## config.mk

```make
export PLATFORM = sky130hd
export DESIGN_NAME = rom_loader_receiver
export DESIGN_NICKNAME = d
export VERILOG_FILES = /design/src/rtl/hack_soc_pkg.sv /design/src/rtl/rom_loader_receiver_sync_ff.sv /design/src/rtl/rom_loader_receiver.sv
export SDC_FILE = /design/constraint.sdc
export NUM_CORES = 1
export LEC_CHECK = 0
export CELL_PAD_IN_SITES_DETAIL_PLACEMENT = 1
export CELL_PAD_IN_SITES_GLOBAL_PLACEMENT = 2
export CORE_MARGIN = 5
export CORE_UTILIZATION = 35
export CTS_CLUSTER_SIZE = 20
export DETAILED_ROUTE_END_ITERATION = 12
export DONT_BUFFER_PORTS = 1
export PLACE_DENSITY_LB_ADDON = 0.3
export SLEW_MARGIN = 15
export SYNTH_ARGS = -nofsm -noshare
export SYNTH_HDL_FRONTEND = slang
export SYNTH_HIERARCHICAL = 1
export SYNTH_SLANG_ARGS = --single-unit
```

## constraint.sdc

```tcl
create_clock -name clk -period 1.9 [get_ports clk]
set_input_delay 0.095 -clock clk [delete_from_list [all_inputs] [get_ports clk]]
set_output_delay 0.095 -clock clk [all_outputs]
set_load 0.01 [all_outputs]
```

## src/rtl/hack_soc_pkg.sv

```systemverilog
// Shared Hack SoC definitions: default widths and the ROM-loader receiver state encoding.
package hack_soc_pkg;

    localparam int DEF_DATA_WIDTH = 16;
    localparam int DEF_ADDR_WIDTH = 16;

    typedef logic [1:0] state_t;

    localparam state_t IDLE    = 2'd0;
    localparam state_t WAIT_HI = 2'd1;
    localparam state_t WRITE   = 2'd2;
    localparam state_t ACK     = 2'd3;

endpackage

```

## src/rtl/rom_loader_receiver_sync_ff.sv

```systemverilog
// Multi-flop synchronizer for a single asynchronous level; reset value is selectable per instance.
module sync_ff #(
    parameter int   STAGES    = 2,
    parameter logic RESET_VAL = 1'b0
) (
    input  logic clk,
    input  logic reset,
    input  logic d,
    output logic q
);

    logic [STAGES-1:0] chain;

    always_ff @(posedge clk) begin
        if (reset) chain <= {STAGES{RESET_VAL}};
        else       chain <= {chain[STAGES-2:0], d};
    end

    assign q = chain[STAGES-1];

endmodule

```

## src/rtl/rom_loader_receiver.sv

```systemverilog
// SoC end of the ROM-loader link: turns 4-phase loader words into ROM controller writes
// at auto-incrementing addresses, holding the CPU in reset (loading) while a session runs.
module rom_loader_receiver
    import hack_soc_pkg::*;
#(
    parameter int DATA_WIDTH  = DEF_DATA_WIDTH,
    parameter int ADDR_WIDTH  = DEF_ADDR_WIDTH,
    parameter int SYNC_STAGES = 2
) (
    input  logic                  clk,
    input  logic                  reset,
    input  logic                  rom_loader_load,
    input  logic                  rom_loader_sck,
    input  logic [DATA_WIDTH-1:0] rom_loader_data,
    output logic                  rom_loader_ack,
    output logic                  mem_wr_req,
    output logic [ADDR_WIDTH-1:0] mem_wr_addr,
    output logic [DATA_WIDTH-1:0] mem_wr_data,
    input  logic                  mem_wr_done,
    output logic                  loading,
    output logic [ADDR_WIDTH-1:0] word_count
);

    state_t state, state_next;
    logic   load_sync, sck_sync;
    logic   sck_armed;
    logic   accept;

    sync_ff #(.STAGES(SYNC_STAGES), .RESET_VAL(1'b0)) u_sync_load (
        .clk   (clk),
        .reset (reset),
        .d     (rom_loader_load),
        .q     (load_sync)
    );

    // sck resets to 1 so a strobe still high across reset never looks like a fresh rise.
    sync_ff #(.STAGES(SYNC_STAGES), .RESET_VAL(1'b1)) u_sync_sck (
        .clk   (clk),
        .reset (reset),
        .d     (rom_loader_sck),
        .q     (sck_sync)
    );

    assign accept = (state == WAIT_HI) && load_sync && sck_sync && sck_armed;

    always_ff @(posedge clk) begin
        if (reset) state <= IDLE;
        else       state <= state_next;
    end

    always_comb begin
        state_next = state;
        case (state)
            IDLE:    if (load_sync) state_next = WAIT_HI;
            WAIT_HI: begin
                if (!load_sync)  state_next = IDLE;
                else if (accept) state_next = WRITE;
            end
            // The controller write is never aborted; a dropped load just skips the ack.
            WRITE:   if (mem_wr_done) state_next = load_sync ? ACK : IDLE;
            ACK: begin
                if (!load_sync)     state_next = IDLE;
                else if (!sck_sync) state_next = WAIT_HI;
            end
            default: state_next = IDLE;
        endcase
    end

    always_comb begin
        mem_wr_req     = (state == WRITE);
        rom_loader_ack = (state == ACK);
        loading        = (state != IDLE);
    end

    always_ff @(posedge clk) begin
        if (reset) begin
            mem_wr_addr <= '0;
            word_count  <= '0;
            mem_wr_data <= '0;
            sck_armed   <= 1'b0;
        end else begin
            if (!sck_sync) sck_armed <= 1'b1;
            case (state)
                IDLE: begin
                    if (load_sync) begin
                        mem_wr_addr <= '0;
                        word_count  <= '0;
                    end
                end
                WAIT_HI: begin
                    if (accept) begin
                        mem_wr_data <= rom_loader_data;
                        sck_armed   <= 1'b0;
                    end
                end
                WRITE: begin
                    if (mem_wr_done) begin
                        mem_wr_addr <= mem_wr_addr + 1'b1;
                        word_count  <= word_count + 1'b1;
                    end
                end
                default: ;
            endcase
        end
    end

endmodule

```

# --- After elaboration in Yosys (flattened, before gate mapping) ---
# Index checks and enable logic that the tools add are counted.
# Widths: inputs -> output; s select.
word_totals:
  word_cells: 41
  reg_bits: 55
  output_inout_bits: 51
  inputBits: 21
classes:
  reduce_logical: 9
  mux: 16
  add_sub_neg: 2
  n_eq_ne: 7
op_table:
  columns: ["operator", "n"]
  rows:
  - ["$pmux 16 s2", 2]
  - ["$mux 16", 3]
  - ["$add 16x1->16 const B", 2]
  - ["$mux 2", 7]
  - ["$pmux 2 s4", 1]
  - ["$ne 3x3->1 const B", 2]
  - ["$eq 2x2->1 const B", 2]
  - ["$ne 2x1->1 const B", 2]
  - ["$reduce_and 4->1", 1]
  - ["$reduce_bool 2->1", 2]
  - ["$logic_and 1x1->1", 3]
  - ["$mux 1", 3]
  - ["$reduce_and 3->1", 1]
  - ["$eq 2x1->1 const B", 1]
  - ["$logic_not 2->1", 1]
  - ["$reduce_and 2->1", 1]

# --- Longest topological paths before layout ---
logic_depth:
  depth_word: 7
  mapped_depth: 7
  mapped_depth_nobuf: 5

# --- Cells and area by module ---
# Netlist, hierarchy kept.
modules_own_cells:
  columns: ["mod", "area_per_inst_um2", "n_inst", "cells_per_inst", "seq_area_each_um2"]
  rows:
  - ["rom_loader_receiver", 2244.7, 1, 268, 1021.0]
  - ["sync_ff", 52.6, 2, 4, 40.0]

# --- Least setup slack after synthesis ---
# OpenSTA, ideal clock, no wires.
synth_path:
  path_kind: "register to register"
  start: "register mem_wr_addr[0]"
  end: "register mem_wr_addr[12]"
  t_required_ns: 1.830
  path_slack_ns: 0.231
  arrival_ns: 1.599
  period_less_slack_ns: 1.669
  setup_ns: 0.070
  n_path_buf: 0
  stages_incl_launch_ff: 6
  path_cell_list: "dfxtp_1 -> ha_1 -> nand3b_1 -> or2_1 -> or4_1 -> a21oi_1"
synth_between:
  elab_chain_len: 3
synth_rtl:
  columns: ["element", "line", "rtl"]
  rows:
  - ["start: declaration", "rom_loader_receiver.sv:17", "output logic [ADDR_WIDTH-1:0] mem_wr_addr,"]
  - ["start signal: assignment", "rom_loader_receiver.sv:98", "mem_wr_addr <= mem_wr_addr + 1'b1;"]
  - ["$add 16x1->16", "rom_loader_receiver.sv:98", null]
  - ["$mux 16", "rom_loader_receiver.sv:97", "if (mem_wr_done) begin"]
  - ["$pmux 16 s2", "rom_loader_receiver.sv:83", "case (state)"]
# Every way passes these cells. The select of a mux whose other input is x is not followed.
# A chain may end at the register's enable or synchronous reset.

# --- Final worst setup path ---
layout_path:
  start: "register mem_wr_addr[4]"
  end: "register mem_wr_addr[12]"
# Same word-level chain as after synthesis.

==> impl_metrics.toml <==
[outcome]
status = "finished clean"

[synth]
synth_cells = 276
avgSynthCellArea_um2 = 8.51
yosys_register_bits = 55
synthFlopType = "dfxtp_1"
synth_area_um2 = 2350
synth_area_leaders = "dfxtp_1 47%, a21oi_1 5.8%, nand2_1 5.3%"
synth_cell_types = 39
synth_top_cell_area_share_pct = 46.9
synthArstFlopShare_pct = 0
ys_seq_area_share_pct = 46.9
yosysMostFrequentCell = "dfxtp_1"
yosysTopAreaCell = "dfxtp_1"
synth.net_count = 299
synth-edff-count = 0
ys_warn_count = 6
synthTopCellsByCount = "55 x dfxtp_1, 33 x nand2_1, 27 x a21oi_1"

[timing]
min_period_ps = 1730
finalCritPeriodShare_pct = 91.0
max_slew.worst_pin.slew_ps = 555
final_max_slew_viol_count = 0
clock.fmax_mhz = 578
hold_ws_ps = 52.5
rsz0062_at_grt = "no"
skew_ps = 8.55
fin_ws_ps = 171
finalSetupViolCount = 0
hold_viol = 0
finalSetupTns_ps = 0
max_slew_margin_pct = 62.9

[power_and_ir_drop]
power_density_nw_per_um2 = 667
sw_frac_of_total_pct = 22.6
p_sw_mw = 0.428
total_power_mw = 1.89
p_comb_share_pct = 5.2
p_int_mw = 1.46
vdd_ir_drop_max_uv = 255
clkPwrFrac_pct = 33.4
seq_power_share_pct = 61.4
leakage_nw = 0.957

[global_route]
grt_pass1_vias = 2092
grt_util_all_layers_pct = 15.0
grt_pass1_wl_mm = 10.4
antenna_found_initial = 0
grt_max_degree = 34
globalRouteOverflowTotal = 0

[clock_network]
cts_tree = "yes"
clkTransAtPathRegs_ps = 100
cts-root-buf = "clkbuf_8"
cts_sinks = 55
cts_buffers = 5
h-tree-depth = 2
cts_buffer_depth = 2
cts_setup_buffers = 0
clock_latency_ps = 310

[critical_path]
cp-start-kind = "register"
cp_num_cells = 5
worst-path-max-fanout = 6
r2r-start = "mem_wr_addr[4]"
reg2reg_to = "mem_wr_addr[12]"
crit_path_end_kind = "register"
setup.worst_path.end = "mem_wr_addr[12]"
crit_family = "simple AND/OR/NAND/NOR gates"
rr_worst_depth = 5
cp_cell_sequence = "buf_4 -> and4_1 -> nand4_1 -> or4_1 -> a21oi_1"
crit_required_ps = 2140
crit_start = "mem_wr_addr[4]"
critPathArrivalTime_ps = 1970
r2r_setup_slack_ps = 170
criticalPathCategory = "reg -> reg"
path_buf_inv = 1
cp_slowest_stage_delay_ps = 540
slowest_stage = "or4_1"

[detailed_routing]
viasPerCell = 5.35
met3_wirelength_um = 337
dr.pass1.iters = 4
drc = 0
routed_wl_mm = 6.29
ant_nets = 0
wl_met1_mm = 2.85
vias = 2071
detail_route.wl_per_cell_um = 16.3
dr.max_layer_used = "met4"
met2_length_mm = 3.00
drtIter0Drc = 137

[worst_hold_path]
hp-class = "in -> reg"

[floorplanning]
die_x_um = 91.9
die_h_um = 91.9
fp.coreArea_um2 = 6420
io_pins = 72
initial_core_util_pct = 36.6
rows = 29
die_area_um2 = 8450

[placement]
postPlaceCellArea_um2 = 2540
place.gp.congestion = 0.721
post-place-ws_ps = 141
hpwl_mm = 4.43
io_buffers = 0

[finish]
drive_gt1_share_pct = 11.3
final_area_um2 = 2840
area_growth_pct = 20.7
nNetsFinal = 332
antenna_cells = 0

[flow_run]
maxCapViolations = 0
## state kept, by name, indices dropped and copies added (netlist names)
register	count
mem_wr_addr	16
u_sync_load/chain	2
mem_wr_data	16
sck_armed	1
state	2
word_count	16
u_sync_sck/chain	2
## repair_timing
item                                   in CTS  in global routing
endpoints found under the hold margin      32                  0
setup endpoints to repair                   0                  2
gates resized for setup                     0                  1
hold buffers                               20                  0
## how the worst min path moves through the flow
stage	from	end	slack, ps	cells after the start
floorplan	reset	u_sync_load/chain[0]	170	1
global placement	reset	mem_wr_data[0]	170	1
detailed placement	reset	mem_wr_data[0]	170	1
CTS	reset	u_sync_load/chain[1]	40	2
global route	reset	mem_wr_data[2]	40	2
finish	reset	mem_wr_addr[1]	50	2
## worst register-to-register path: cells and delay by family (launching register included)
| kind | cells | cell delay (ps) |
|---|---|---|
| AND/OR/NAND/NOR | 3 | 990 |
| buffers and inverters | 1 | 150 |
| AO/OA/AOI/OAI | 1 | 150 |
| flip-flops | 1 | 380 |
## area by class of cell
class / instances / area [um2]
multi-input cells: 202 / 1170
clock inverters: 2 / 12.5
repair buffers: 41 / 368
fillers: 771 / 3590
flip-flops and latches: 55 / 1100
clock buffers: 6 / 72.6
well taps: 77 / 96.3
inverters: 4 / 15.0
## cell families after synthesis
kind of cell	count (synthesis)	share of synthesized area, %
and+or+nand+nor	139	31.2
DFF	55	46.9
AOI/OAI and AO/OA	42	10.2
buffers and inverters	19	3.35
xor gates and xnor gates	15	5.59
muxes	4	1.70
adders and majority gates	2	1.06
## through the flow
step,utilization (%),std cells
floorplan,-,276
global placement,39.5,359
detailed placement,39.5,359
CTS,44.1,387
global route,44.2,387
finish,44.2,387
## power by group through the flow
| stage | Sequential (mW) | Clock [mW] | Combinational, mW |
|---|---|---|---|
| after CTS | 1.16 | 0.677 | 0.0996 |
| after global routing | 1.16 | 0.724 | 0.108 |
| final | 1.16 | 0.633 | 0.0985 |
| after floorplan | 1.19 | 0 | 0.0453 |
| after detailed placement | 1.19 | 0 | 0.0524 |
| after global placement | 1.19 | 0 | 0.0518 |
## per-layer routing
layer  vias up  GRT usage (%)
met5         -              0
li1       1033              -
met2        48           24.7
met1       982           18.6
met4         0           4.70
met3         8           4.83
## placed cells by master (no fill, tap or decap), types with 2 or more instances in the layout
cell	count
or3_1	8
a21oi_1	27
dfxtp_1	54
or4_1	3
o31ai_1	3
and3_1	3
and4_1	2
nor3b_1	5
o21ai_0	5
nor3_1	9
ha_1	2
inv_1	4
a22oi_1	2
buf_4	21
mux2i_1	4
nand4b_1	2
nand4_1	8
nand3b_1	4
dlygate4sd3_1	19
nor2_1	23
clkbuf_8	5
xnor2_1	14
nor2b_1	3
nand3_1	19
nor4b_1	2
or2_2	4
and2_1	3
nor4_1	2
nand2_1	33
or2_1	3
a311o_1	2
(Power assumes the default switching activity.)
